$ cat src/rtl/muldiv_pkg.sv
// Shared types and funct3 encodings for the RV32M multiply/divide sequencer.
package muldiv_pkg;

    typedef enum logic [1:0] {
        IDLE = 2'd0,
        CALC = 2'd1,
        DONE = 2'd2
    } state_e;

    localparam logic [2:0] F_MUL    = 3'b000;
    localparam logic [2:0] F_MULH   = 3'b001;
    localparam logic [2:0] F_MULHSU = 3'b010;
    localparam logic [2:0] F_MULHU  = 3'b011;
    localparam logic [2:0] F_DIV    = 3'b100;
    localparam logic [2:0] F_DIVU   = 3'b101;
    localparam logic [2:0] F_REM    = 3'b110;
    localparam logic [2:0] F_REMU   = 3'b111;

    // funct3 bit that separates divides from multiplies
    localparam int IS_DIV_BIT = 2;

endpackage

$ cat src/rtl/muldiv_sequencer_div_step.sv
// One combinational restoring-division iteration: trial-subtract the divisor
// from the shifted partial remainder and keep the difference if it fits.
module div_step #(
    parameter int WIDTH = 32
) (
    input  logic [WIDTH:0]   rem_in,
    input  logic [WIDTH-1:0] divisor,
    output logic [WIDTH-1:0] rem_out,
    output logic             q_bit
);

    logic [WIDTH:0] diff;

    always_comb begin
        diff    = rem_in - {1'b0, divisor};
        q_bit   = ~diff[WIDTH];
        rem_out = q_bit ? diff[WIDTH-1:0] : rem_in[WIDTH-1:0];
    end

endmodule

$ cat src/rtl/muldiv_sequencer.sv
// RV32M multiply/divide sequencer: magnitude-based shift-add / restoring divide
// with final sign fix-up. Define MULDIV_FAST_MUL_EN for single-cycle multiplies.
//
// state | meaning
// IDLE  | waiting for start; latches magnitudes, signs and funct3
// CALC  | one multiply or divide step per cycle, WIDTH steps
// DONE  | sign-corrected result presented, done pulses for one cycle
module muldiv_sequencer
    import muldiv_pkg::*;
#(
    parameter int WIDTH = 32
) (
    input  logic             clk,
    input  logic             rst,
    input  logic             start,
    input  logic [2:0]       funct3,
    input  logic [WIDTH-1:0] op_a,
    input  logic [WIDTH-1:0] op_b,
    input  logic             flush,
    output logic             stall,
    output logic             done,
    output logic [WIDTH-1:0] result
);

    localparam int CW = $clog2(WIDTH);
    localparam logic [CW-1:0] CNT_LAST = CW'(WIDTH - 1);

    state_e              state_q, state_d;
    logic [CW-1:0]       cnt_q, cnt_d;
    logic [2:0]          fn_q, fn_d;
    logic                a_neg_q, a_neg_d;
    logic                b_neg_q, b_neg_d;
    logic                special_q, special_d;
    logic [2*WIDTH-1:0]  acc_q, acc_d;
    logic [WIDTH-1:0]    b_q, b_d;
    logic [WIDTH-1:0]    result_q, result_d;

    logic                a_signed, b_signed, a_neg_in, b_neg_in;
    logic [WIDTH-1:0]    a_mag, b_mag;
    logic [WIDTH:0]      mul_sum;
    logic [2*WIDTH-1:0]  mul_acc, div_acc, prod;
    logic [WIDTH:0]      div_rem_in;
    logic [WIDTH-1:0]    div_rem_out;
    logic                div_q_bit;
    logic [WIDTH-1:0]    fixed;
    logic                show_done;

    div_step #(.WIDTH(WIDTH)) u_div_step (
        .rem_in  (div_rem_in),
        .divisor (b_q),
        .rem_out (div_rem_out),
        .q_bit   (div_q_bit)
    );

    // Accumulator layout is {hi, lo}: product halves, or {remainder, quotient}.
    assign div_rem_in = {acc_q[2*WIDTH-1:WIDTH], acc_q[WIDTH-1]};
    assign div_acc    = {div_rem_out, acc_q[WIDTH-2:0], div_q_bit};
    assign mul_sum    = {1'b0, acc_q[2*WIDTH-1:WIDTH]} + (acc_q[0] ? {1'b0, b_q} : '0);
    assign mul_acc    = {mul_sum, acc_q[WIDTH-1:1]};

    always_comb begin
        a_signed = (funct3 != F_MULHU) && (funct3 != F_DIVU) && (funct3 != F_REMU);
        b_signed = a_signed && (funct3 != F_MULHSU);
        a_neg_in = a_signed && op_a[WIDTH-1];
        b_neg_in = b_signed && op_b[WIDTH-1];
        a_mag    = a_neg_in ? (~op_a + 1'b1) : op_a;
        b_mag    = b_neg_in ? (~op_b + 1'b1) : op_b;
    end

    always_comb begin
        prod  = (a_neg_q ^ b_neg_q) ? (~acc_q + 1'b1) : acc_q;
        fixed = '0;
        if (special_q) begin
            fixed = acc_q[WIDTH-1:0];
        end else if (!fn_q[IS_DIV_BIT]) begin
            fixed = (fn_q == F_MUL) ? prod[WIDTH-1:0] : prod[2*WIDTH-1:WIDTH];
        end else if (fn_q == F_REM || fn_q == F_REMU) begin
            fixed = a_neg_q ? (~acc_q[2*WIDTH-1:WIDTH] + 1'b1) : acc_q[2*WIDTH-1:WIDTH];
        end else begin
            fixed = (a_neg_q ^ b_neg_q) ? (~acc_q[WIDTH-1:0] + 1'b1) : acc_q[WIDTH-1:0];
        end
    end

    always_comb begin
        state_d   = state_q;
        cnt_d     = cnt_q;
        fn_d      = fn_q;
        a_neg_d   = a_neg_q;
        b_neg_d   = b_neg_q;
        special_d = special_q;
        acc_d     = acc_q;
        b_d       = b_q;
        result_d  = result_q;
        case (state_q)
            IDLE: begin
                if (start) begin
                    fn_d      = funct3;
                    a_neg_d   = a_neg_in;
                    b_neg_d   = b_neg_in;
                    cnt_d     = '0;
                    acc_d     = {{WIDTH{1'b0}}, a_mag};
                    b_d       = b_mag;
                    special_d = 1'b0;
                    state_d   = CALC;
                    if (funct3[IS_DIV_BIT]) begin
                        if (op_b == '0) begin
                            special_d            = 1'b1;
                            acc_d[WIDTH-1:0]     = funct3[1] ? op_a : '1;
                            state_d              = DONE;
                        end else if (!funct3[0] && op_b == '1 &&
                                     op_a == {1'b1, {(WIDTH-1){1'b0}}}) begin
                            special_d            = 1'b1;
                            acc_d[WIDTH-1:0]     = funct3[1] ? '0 : op_a;
                            state_d              = DONE;
                        end
                    end else begin
`ifdef MULDIV_FAST_MUL_EN
                        acc_d   = {{WIDTH{1'b0}}, a_mag} * {{WIDTH{1'b0}}, b_mag};
                        state_d = DONE;
`endif
                    end
                end
            end
            CALC: begin
                cnt_d = cnt_q + 1'b1;
                acc_d = fn_q[IS_DIV_BIT] ? div_acc : mul_acc;
                if (cnt_q == CNT_LAST) begin
                    state_d = DONE;
                end
            end
            DONE: begin
                result_d = fixed;
                state_d  = IDLE;
            end
            default: state_d = IDLE;
        endcase
        if (flush) begin
            state_d  = IDLE;
            result_d = result_q;
        end
    end

    always_ff @(posedge clk) begin
        if (rst) begin
            state_q   <= IDLE;
            cnt_q     <= '0;
            fn_q      <= F_MUL;
            a_neg_q   <= 1'b0;
            b_neg_q   <= 1'b0;
            special_q <= 1'b0;
            acc_q     <= '0;
            b_q       <= '0;
            result_q  <= '0;
        end else begin
            state_q   <= state_d;
            cnt_q     <= cnt_d;
            fn_q      <= fn_d;
            a_neg_q   <= a_neg_d;
            b_neg_q   <= b_neg_d;
            special_q <= special_d;
            acc_q     <= acc_d;
            b_q       <= b_d;
            result_q  <= result_d;
        end
    end

    // The result is visible during DONE itself, then held in result_q.
    assign show_done = (state_q == DONE) && !flush && !rst;
    assign done      = show_done;
    assign result    = show_done ? fixed : result_q;
    assign stall     = !rst && (((state_q == IDLE) && start) || (state_q == CALC));

endmodule

$ cat config.mk
export PLATFORM = sky130hd
export DESIGN_NAME = muldiv_sequencer
export DESIGN_NICKNAME = d
export VERILOG_FILES = /design/src/rtl/muldiv_pkg.sv /design/src/rtl/muldiv_sequencer_div_step.sv /design/src/rtl/muldiv_sequencer.sv
export SDC_FILE = /design/constraint.sdc
export NUM_CORES = 1
export LEC_CHECK = 0
export ABC_CLOCK_PERIOD_IN_PS = 4100
export BUFFER_PORTS_ARGS = -buffer_cell sky130_fd_sc_hd__buf_2
export CAP_MARGIN = 20
export CORE_MARGIN = 4
export CORE_UTILIZATION = 55
export CTS_CLUSTER_DIAMETER = 100
export DETAILED_ROUTE_END_ITERATION = 10
export HOLD_SLACK_MARGIN = 0.15
export PLACE_DENSITY = 0.76
export SLEW_MARGIN = 20
export SYNTH_ARGS = -nofsm -noshare
export SYNTH_HDL_FRONTEND = slang
export SYNTH_SLANG_ARGS = --single-unit
$ cat constraint.sdc
create_clock -name clk -period 4.1 [get_ports clk]
set_clock_uncertainty 0.05 [all_clocks]
set_input_delay 0.41 -clock clk [delete_from_list [all_inputs] [get_ports clk]]
set_output_delay 0.41 -clock clk [all_outputs]
set_load 0.05 [all_outputs]
==> results of run 1 <==
-- cell type report --
cell class	instances	area [µm²]	area share (%)
flip-flops and latches	141	2828	17.51
clock inverters	13	177.7	1.100
well taps	330	412.9	2.557
repair buffers	190	1186	7.345
multi-input cells	1652	10880	67.37
clock buffers	19	442.9	2.743
inverters	59	221.5	1.371
-- per-stage QoR --
| stage | hold slack [ns] | util, % | instance area, µm² | cells | setup TNS, ns |
|---|---|---|---|---|---|
| 4_1_cts | 0.1602 | 63.09 | 16030 | 2404 | 0 |
| 6_report | 0.1728 | 63.58 | 16150 | 2404 | 0 |
| 3_5_place_dp | 0.3872 | 60.58 | 15390 | 2372 | 0 |
| 5_1_grt | 0.1704 | 63.58 | 16150 | 2404 | -0.06248 |
| 3_3_place_gp | 0.3792 | 60.58 | 15390 | 2372 | 0 |
| 2_1_floorplan | 0.3727 | - | 14350 | 2001 | 0 |
-- state kept, by name (all words and copies together) (netlist names) --
signal / cells
a_neg_q: 1
acc_q: 64
b_neg_q: 1
b_q: 32
cnt_q: 5
fn_q: 3
result_q: 32
special_q: 1
state_q: 2
-- worst paths after layout --
check	from	endpoint	slack (ns)
max	acc_q[1]	result[16]	0.11
min	flush	state_q[0]	0.17
max reg2reg	acc_q[38]	acc_q[49]	0.26
min reg2reg	result_q[2]	result_q[2]	0.40
-- synth_stat cells, types with 5 or more instances --
master | instances | area share (%)
sky130_fd_sc_hd__nor2b_1 | 19 | 0.83
sky130_fd_sc_hd__dfxtp_1 | 141 | 20
sky130_fd_sc_hd__and3_1 | 22 | 0.96
sky130_fd_sc_hd__nand2b_1 | 15 | 0.65
sky130_fd_sc_hd__o221ai_1 | 7 | 0.43
sky130_fd_sc_hd__nand3b_1 | 7 | 0.37
sky130_fd_sc_hd__o311a_1 | 9 | 0.63
sky130_fd_sc_hd__o211ai_1 | 21 | 1.1
sky130_fd_sc_hd__and2_1 | 7 | 0.31
sky130_fd_sc_hd__or2_2 | 8 | 0.35
sky130_fd_sc_hd__ha_1 | 71 | 6.2
sky130_fd_sc_hd__xor2_1 | 85 | 5.2
sky130_fd_sc_hd__o21a_1 | 8 | 0.42
sky130_fd_sc_hd__mux2i_1 | 56 | 3.9
sky130_fd_sc_hd__nor2_1 | 190 | 5.0
sky130_fd_sc_hd__a21oi_1 | 157 | 5.5
sky130_fd_sc_hd__buf_2 | 9 | 0.31
sky130_fd_sc_hd__nand4_1 | 19 | 0.83
sky130_fd_sc_hd__buf_1 | 10 | 0.26
sky130_fd_sc_hd__a221oi_1 | 16 | 0.98
sky130_fd_sc_hd__o21ai_1 | 12 | 0.42
sky130_fd_sc_hd__a311oi_1 | 8 | 0.49
sky130_fd_sc_hd__nor4_1 | 20 | 0.87
sky130_fd_sc_hd__nor3_1 | 54 | 1.9
sky130_fd_sc_hd__a21o_1 | 78 | 4.1
sky130_fd_sc_hd__o22ai_1 | 6 | 0.26
sky130_fd_sc_hd__a31oi_1 | 41 | 1.8
sky130_fd_sc_hd__nand4b_1 | 7 | 0.43
sky130_fd_sc_hd__o21bai_1 | 8 | 0.42
sky130_fd_sc_hd__o21ai_0 | 156 | 5.4
sky130_fd_sc_hd__or4b_2 | 5 | 0.35
sky130_fd_sc_hd__or4_1 | 15 | 0.79
sky130_fd_sc_hd__nand2_1 | 192 | 5.0
sky130_fd_sc_hd__a2111oi_1 | 9 | 0.63
sky130_fd_sc_hd__clkbuf_1 | 126 | 3.3
sky130_fd_sc_hd__o211a_1 | 7 | 0.49
sky130_fd_sc_hd__inv_1 | 58 | 1.5
sky130_fd_sc_hd__xnor2_1 | 82 | 5.0
sky130_fd_sc_hd__nand3_1 | 37 | 1.3
sky130_fd_sc_hd__a22oi_1 | 18 | 0.94
sky130_fd_sc_hd__or3_1 | 34 | 1.5
sky130_fd_sc_hd__a211oi_1 | 41 | 2.1
sky130_fd_sc_hd__o31ai_1 | 31 | 1.6
sky130_fd_sc_hd__o41ai_1 | 9 | 0.55
-- layer usage --
metal	track usage [%]	share of wire [%]
met2	51.87	43
met5	0	0
met3	6.173	11
met1	50.38	43
met4	13.41	3.9
-- cell families (layout without fill, tap and decap cells) --
family                   Yosys count  after routing  share of synthesized area [%]
AND/OR/NAND/NOR                  673            673                          22.91
adder cells (fa/ha/maj)           73             73                          6.472
XOR/XNOR                         167            167                          10.20
flip-flops                       141            141                          19.68
multiplexers                      60             60                          4.222
buffers and inverters            208            281                          5.634
AO/OA/AOI/OAI                    679            679                          30.89
-- worst reg2reg max path, delay by kind of cell (launching register included) --
kind | cells | cell delay (ns)
xor+xnor | 1 | 0.18
fa+ha+maj | 1 | 0.38
mux | 1 | 0.24
simple gates | 1 | 0.52
flops | 1 | 0.62
compound gates | 6 | 1.42
buf+inv | 1 | 0.32
-- repair_timing --
item,4_1_cts,5_1_grt
endpoints found under the setup margin,3,28
pin swaps,0,1
resized for setup,4,27
-- power breakdown --
part | switching, mW | leakage (nW) | internal [mW]
logic | 0.913 | 5.67 | 0.550
registers | 0.0736 | 1.15 | 1.44
clock network | 0.709 | 0.299 | 0.992
-- cells in the final DEF (no fill, tap or decap), types with 21 or more instances in the layout --
cell                         n
sky130_fd_sc_hd__o31ai_1    29
sky130_fd_sc_hd__o211ai_1   21
sky130_fd_sc_hd__buf_4      86
sky130_fd_sc_hd__a211oi_1   40
sky130_fd_sc_hd__ha_1       70
sky130_fd_sc_hd__buf_2     101
sky130_fd_sc_hd__inv_1      58
sky130_fd_sc_hd__o21ai_0   154
sky130_fd_sc_hd__xor2_1     84
sky130_fd_sc_hd__a21oi_1   154
sky130_fd_sc_hd__nand3_1    36
sky130_fd_sc_hd__or3_1      31
sky130_fd_sc_hd__xnor2_1    80
sky130_fd_sc_hd__nor2_1    188
sky130_fd_sc_hd__a31oi_1    41
sky130_fd_sc_hd__nor3_1     50
sky130_fd_sc_hd__mux2i_1    56
sky130_fd_sc_hd__and3_1     22
sky130_fd_sc_hd__dfxtp_1   139
sky130_fd_sc_hd__a21o_1     78
sky130_fd_sc_hd__nand2_1   192
==> metrics.txt, run 1 <==
result of the run finished, final reports clean; DR iter-0 viols around 2000; syn avg cell area 7.169 µm²; depth of the worst hold-timing path 2; mean number of vias per cell 6.636; crit start category register; CTS tree done; family with the most delay on the worst path buffers and inverters; number of cell rows 58; area growth from synthesis to layout 12.58%; number of instances in the synthesized netlist 2001; number of inserted diodes 0; number of global-route vias before repair 14524; final worst path period share 97.39%; critical path arrival 3.53 ns; insertion delay of the later-clocked pin in the worst-skew pair between 0.4 and 0.5 ns; initial cell density of the core 56.48%; type of the most critical hold path in -> reg; final global-route overflow total 0; number of storage elements in the synthesis netlist about 140; path depth of the worst reg2reg path 11; clock buffer count from CTS 17; largest fanout on the critical path 6; Slew @ Worst Pin 0.8495 ns; DR DRC count 0; power per cell area 289.4 nW/µm²; warning count from the yosys run 0; delay of the slowest critical-path stage ~0.4 ns; number of top-level pins 105; worst setup slack after placement 0.3213 ns; max_slew headroom 43.37%; global placer's final weighted congestion 1.017; area of the mapped netlist 14350 µm²; root cell of the clock tree sky130_fd_sc_hd__clkbuf_16; slowest stage cell on the critical path sky130_fd_sc_hd__ha_1; router iterations before antenna repair 9; worst path setup slack after routing 0.1070 ns; GRT Overall Usage between 30% and 40%; CP Data Required Time about 3.6 ns; count of flip-flops with a built-in enable after synthesis 0; dominant synthesized flop cell sky130_fd_sc_hd__dfxtp_1; Fillers around 2400; Cell variety after synth 81; ordered cell list for the critical path inv_1 > ha_1 > nand4_1 > buf_4 > nor4_2 > buf_4 > a31oi_1 > xor2_1 > a22oi_1 > nor2_1 > a221oi_1 > nor2_1 > a21o_1 > buf_2; share of synthesized flip-flops with an asynchronous set or reset 0%; Port Buf Inserts 104; instance count on the critical path 14; cts hold-fix bufs 0; CP endpoint kind output pin; setup violators final 0; final-report hold violation count 0; antenna violations before repair 0; die extent in x ~170 µm; maximum number of pins on one net before global-route repair 62; static leakage power ~7.1 nW; maximum level of the CTS H-tree 4; max-capacitance violation count 0; Post-Route WL 52060 µm; global-route wire length before repair 80700 µm; die footprint 28730 µm²; clock-pin slew reported for the worst setup and hold paths after clock tree synthesis 0.07 ns; buffers and inverters on the worst path 4; average wire per cell in the routed design 21.66 µm; number of setup buffers added after CTS 0; antenna violation net count after detailed routing 0; maximum vdd ir drop about 0.00027 V; number of pins exceeding their max-slew limit in the final report 0; number of nets in the layout 2205; number of sinks driven by the clock tree around 140; sequential share of the synthesized area 19.68%; Max Buffers Root-to-Sink 2; overall die height 169.5 µm; Max Clk Rate 250.4 MHz; ratio of cells with drive above 1 in the final layout 13.74%; time the final worst path needs with I/O delays and setup 3.993 ns; total via count after detailed routing 15952; Core Footprint roughly 25000 µm²; worst setup path class reg -> out; number of nets produced by synthesis 2145; HPWL reported at the end of detailed placement 38670 µm; overall power consumption 4.674 mW
Note: power is estimated with default switching activity, not from simulation.
==> run 2, diff against run 1 <==
Settings changed: SETUP_SLACK_MARGIN from default to 0.5.
==> metrics.txt, run 2 (same netlist as run 1, synthesis figures left out) <==
Total Neg Setup Slack 0 ns (unchanged); setup violators final 0 (unchanged); registers with the most flip-flops acc_q (64), b_q (32), result_q (32); critical path launch point acc_q[41]; root cell of the clock tree sky130_fd_sc_hd__clkbuf_16; maximum level of the CTS H-tree 4 (unchanged); largest fanout on the critical path 5 (-1); static leakage power 7.700 nW (+8.1%); path depth of the worst reg2reg path 18 (+7); max-capacitance violation count 0 (unchanged); number of sinks driven by the clock tree 141 (unchanged); slowest stage cell on the critical path sky130_fd_sc_hd__or4_4; crit start category register; type of the most critical hold path in -> reg; CP Data Required Time 3.64 ns (about the same); met2 track demand over resource 54.07% (+2.2 points); antenna violation net count after detailed routing 0 (unchanged); worst-case hold path end point state_q[0]; die footprint 28730 µm² (unchanged); global-route met1 utilization 50.33% (-0.051 points); global-route wire length before repair 83560 µm (+3.5%); final global-route overflow total 0 (unchanged); total via count after detailed routing 16768 (+5.1%); HPWL reported at the end of detailed placement 38600 µm (-0.18%); delay of the slowest critical-path stage 0.51 ns (+0.11 ns); Critical R2R Capture result_q[16]; max_slew headroom 38.73% (-4.6 points); most common cell after layout, fill and taps aside sky130_fd_sc_hd__nand2_1; flip-flop count of the largest register after layout 64 (unchanged); CTS tree done; number of standard cells in the layout, taps in and fillers out 2485 (+3.4%); antenna violations before repair 0 (unchanged); number of pins exceeding their max-slew limit in the final report 0 (unchanged); result of the run finished, final reports clean; worst setup path class reg -> out; number of nets in the layout 2286 (+3.7%); DR DRC count 0 (unchanged); initial cell density of the core 56.48% (unchanged); final-report hold violation count 0 (unchanged); clock buffer count from CTS 17 (unchanged); global placer's final weighted congestion 1.055 (+3.7%); mean number of vias per cell 6.748 (+1.7%); GRT Max-Usage Layer met2; Slew @ Worst Pin 0.9190 ns (+0.06954 ns); ratio of cells with drive above 1 in the final layout 21.95% (+8.2 points); number of inserted diodes 0 (unchanged); startpoint of the worst hold path flush; CP dominant cell by count sky130_fd_sc_hd__buf_6; clock-pin slew reported for the worst setup and hold paths after clock tree synthesis 0.07 ns (about the same); Post-Route WL 54320 µm (+4.3%); Reg-to-Reg Start acc_q[21]; average wire per cell in the routed design 21.86 µm (+0.94%); number of cell rows 58 (unchanged); GRT Overall Usage 35.78% (+0.87 points); final worst path period share 92.51% (-4.9 points); placed cells 2383 (+0.46%); depth of the worst hold-timing path 2 (unchanged); Max Buffers Root-to-Sink 2 (unchanged); number of global-route vias before repair 15359 (+5.7%); power per cell area 274.6 nW/µm² (-5.1%); ordered cell list for the critical path buf_6 > nor4_4 > buf_4 > and4b_2 > nand4b_1 > or4_4 > o21ai_4 > xor2_2 > a21oi_2 > a31oi_1 > o21ai_2 > buf_6; met3 usage in global routing 6.476% (+0.30 points); area growth from synthesis to layout 22.86%; maximum number of pins on one net before global-route repair 88 (+42%); CP endpoint kind output pin; R2R Setup Slk 0.38 ns (+0.12 ns); DR iter-0 viols 2199 (+10%); maximum vdd ir drop 0.0002953 V (+10%); overall power consumption 4.840 mW (+3.6%); router iterations before antenna repair 6 (-3); overall die height 169.5 µm (unchanged); number of top-level pins 105 (unchanged); insertion delay of the later-clocked pin in the worst-skew pair 0.44 ns (about the same); most used cells in the layout excluding fill and tap cells sky130_fd_sc_hd__nand2_1, sky130_fd_sc_hd__nor2_1, sky130_fd_sc_hd__buf_4, sky130_fd_sc_hd__a21oi_1, sky130_fd_sc_hd__o21ai_0; register containing the most flip-flops in the final layout acc_q; Max Clk Rate 263.6 MHz (+5.3%); Port Buf Inserts 104 (unchanged); unrepaired setup endpoints after global routing yes; critical path arrival 3.33 ns (-0.20 ns); die extent in x 169.5 µm (unchanged); time the final worst path needs with I/O delays and setup 3.793 ns (-0.1999 ns); Core Footprint 25400 µm² (unchanged); buffers and inverters on the worst path 3 (-1); family with the most delay on the worst path simple AND/OR/NAND/NOR gates
[run 2: changes by cell type in the layout (fill, tap and decap cells not counted), sizes merged]
cell / before / now
buf: 188 / 267
bufinv: 3 / 1
clkbuf: 21 / 23
clkinv: 2 / 3
clkinvlp: 2 / 1
inv: 65 / 67
[run 2: layer usage]
layer	vias to the layer above	part of all wire (%)
li1	7624	-
met1	7819	41
met2	1107	43
met3	218	11
met4	0	5.0
met5	-	0
[run 2: how the worst max path moves through the flow]
stage	endpoint	cells past startpoint
5_1_grt	result[26]	10
3_5_place_dp	result[21]	11
6_report	result[29]	12
3_3_place_gp	result[21]	11
4_1_cts	result[16]	12
2_1_floorplan	acc_q[56]	12
[run 2: cell type report]
cell class                      instances  area (µm²)
Clock buffer                           19       452.9
Clock inverter                         13       141.4
Fill cell                            2096        7775
Inverter                               59       224.0
Multi-Input combinational cell       1652       11520
Sequential cell                       141        2849
Tap cell                              330       412.9
Timing Repair Buffer                  271        2023
[run 2: through the flow]
step	hold WS, ns	util [%]	worst slack (ns)	instance area, µm²
finish	0.1857	69.39	0.3070	17620
global route	0.1786	69.39	0.2315	17620
CTS	0.1691	66.44	0.3245	16870
detailed placement	0.3838	60.89	0.1203	15460
global placement	0.3798	60.89	0.1175	15460
floorplan	0.3727	-	0.5022	14350
[run 2: power by group]
part | switching [mW] | total [mW] | internal (mW) | leakage (nW)
sequential | 0.0816 | 1.52 | 1.44 | 1.16
clock | 0.720 | 1.61 | 0.895 | 0.292
combinational | 1.03 | 1.71 | 0.681 | 6.25
[run 2: what timing repair did]
item                                   in CTS  in global routing
hold buffers                                0                  0
buffers inserted                           34                 33
gates resized for setup                   142                120
cloned                                      1                  2
pin swaps                                  46                 60
setup endpoints to repair                  64                 66
endpoints found under the hold margin       0                  0
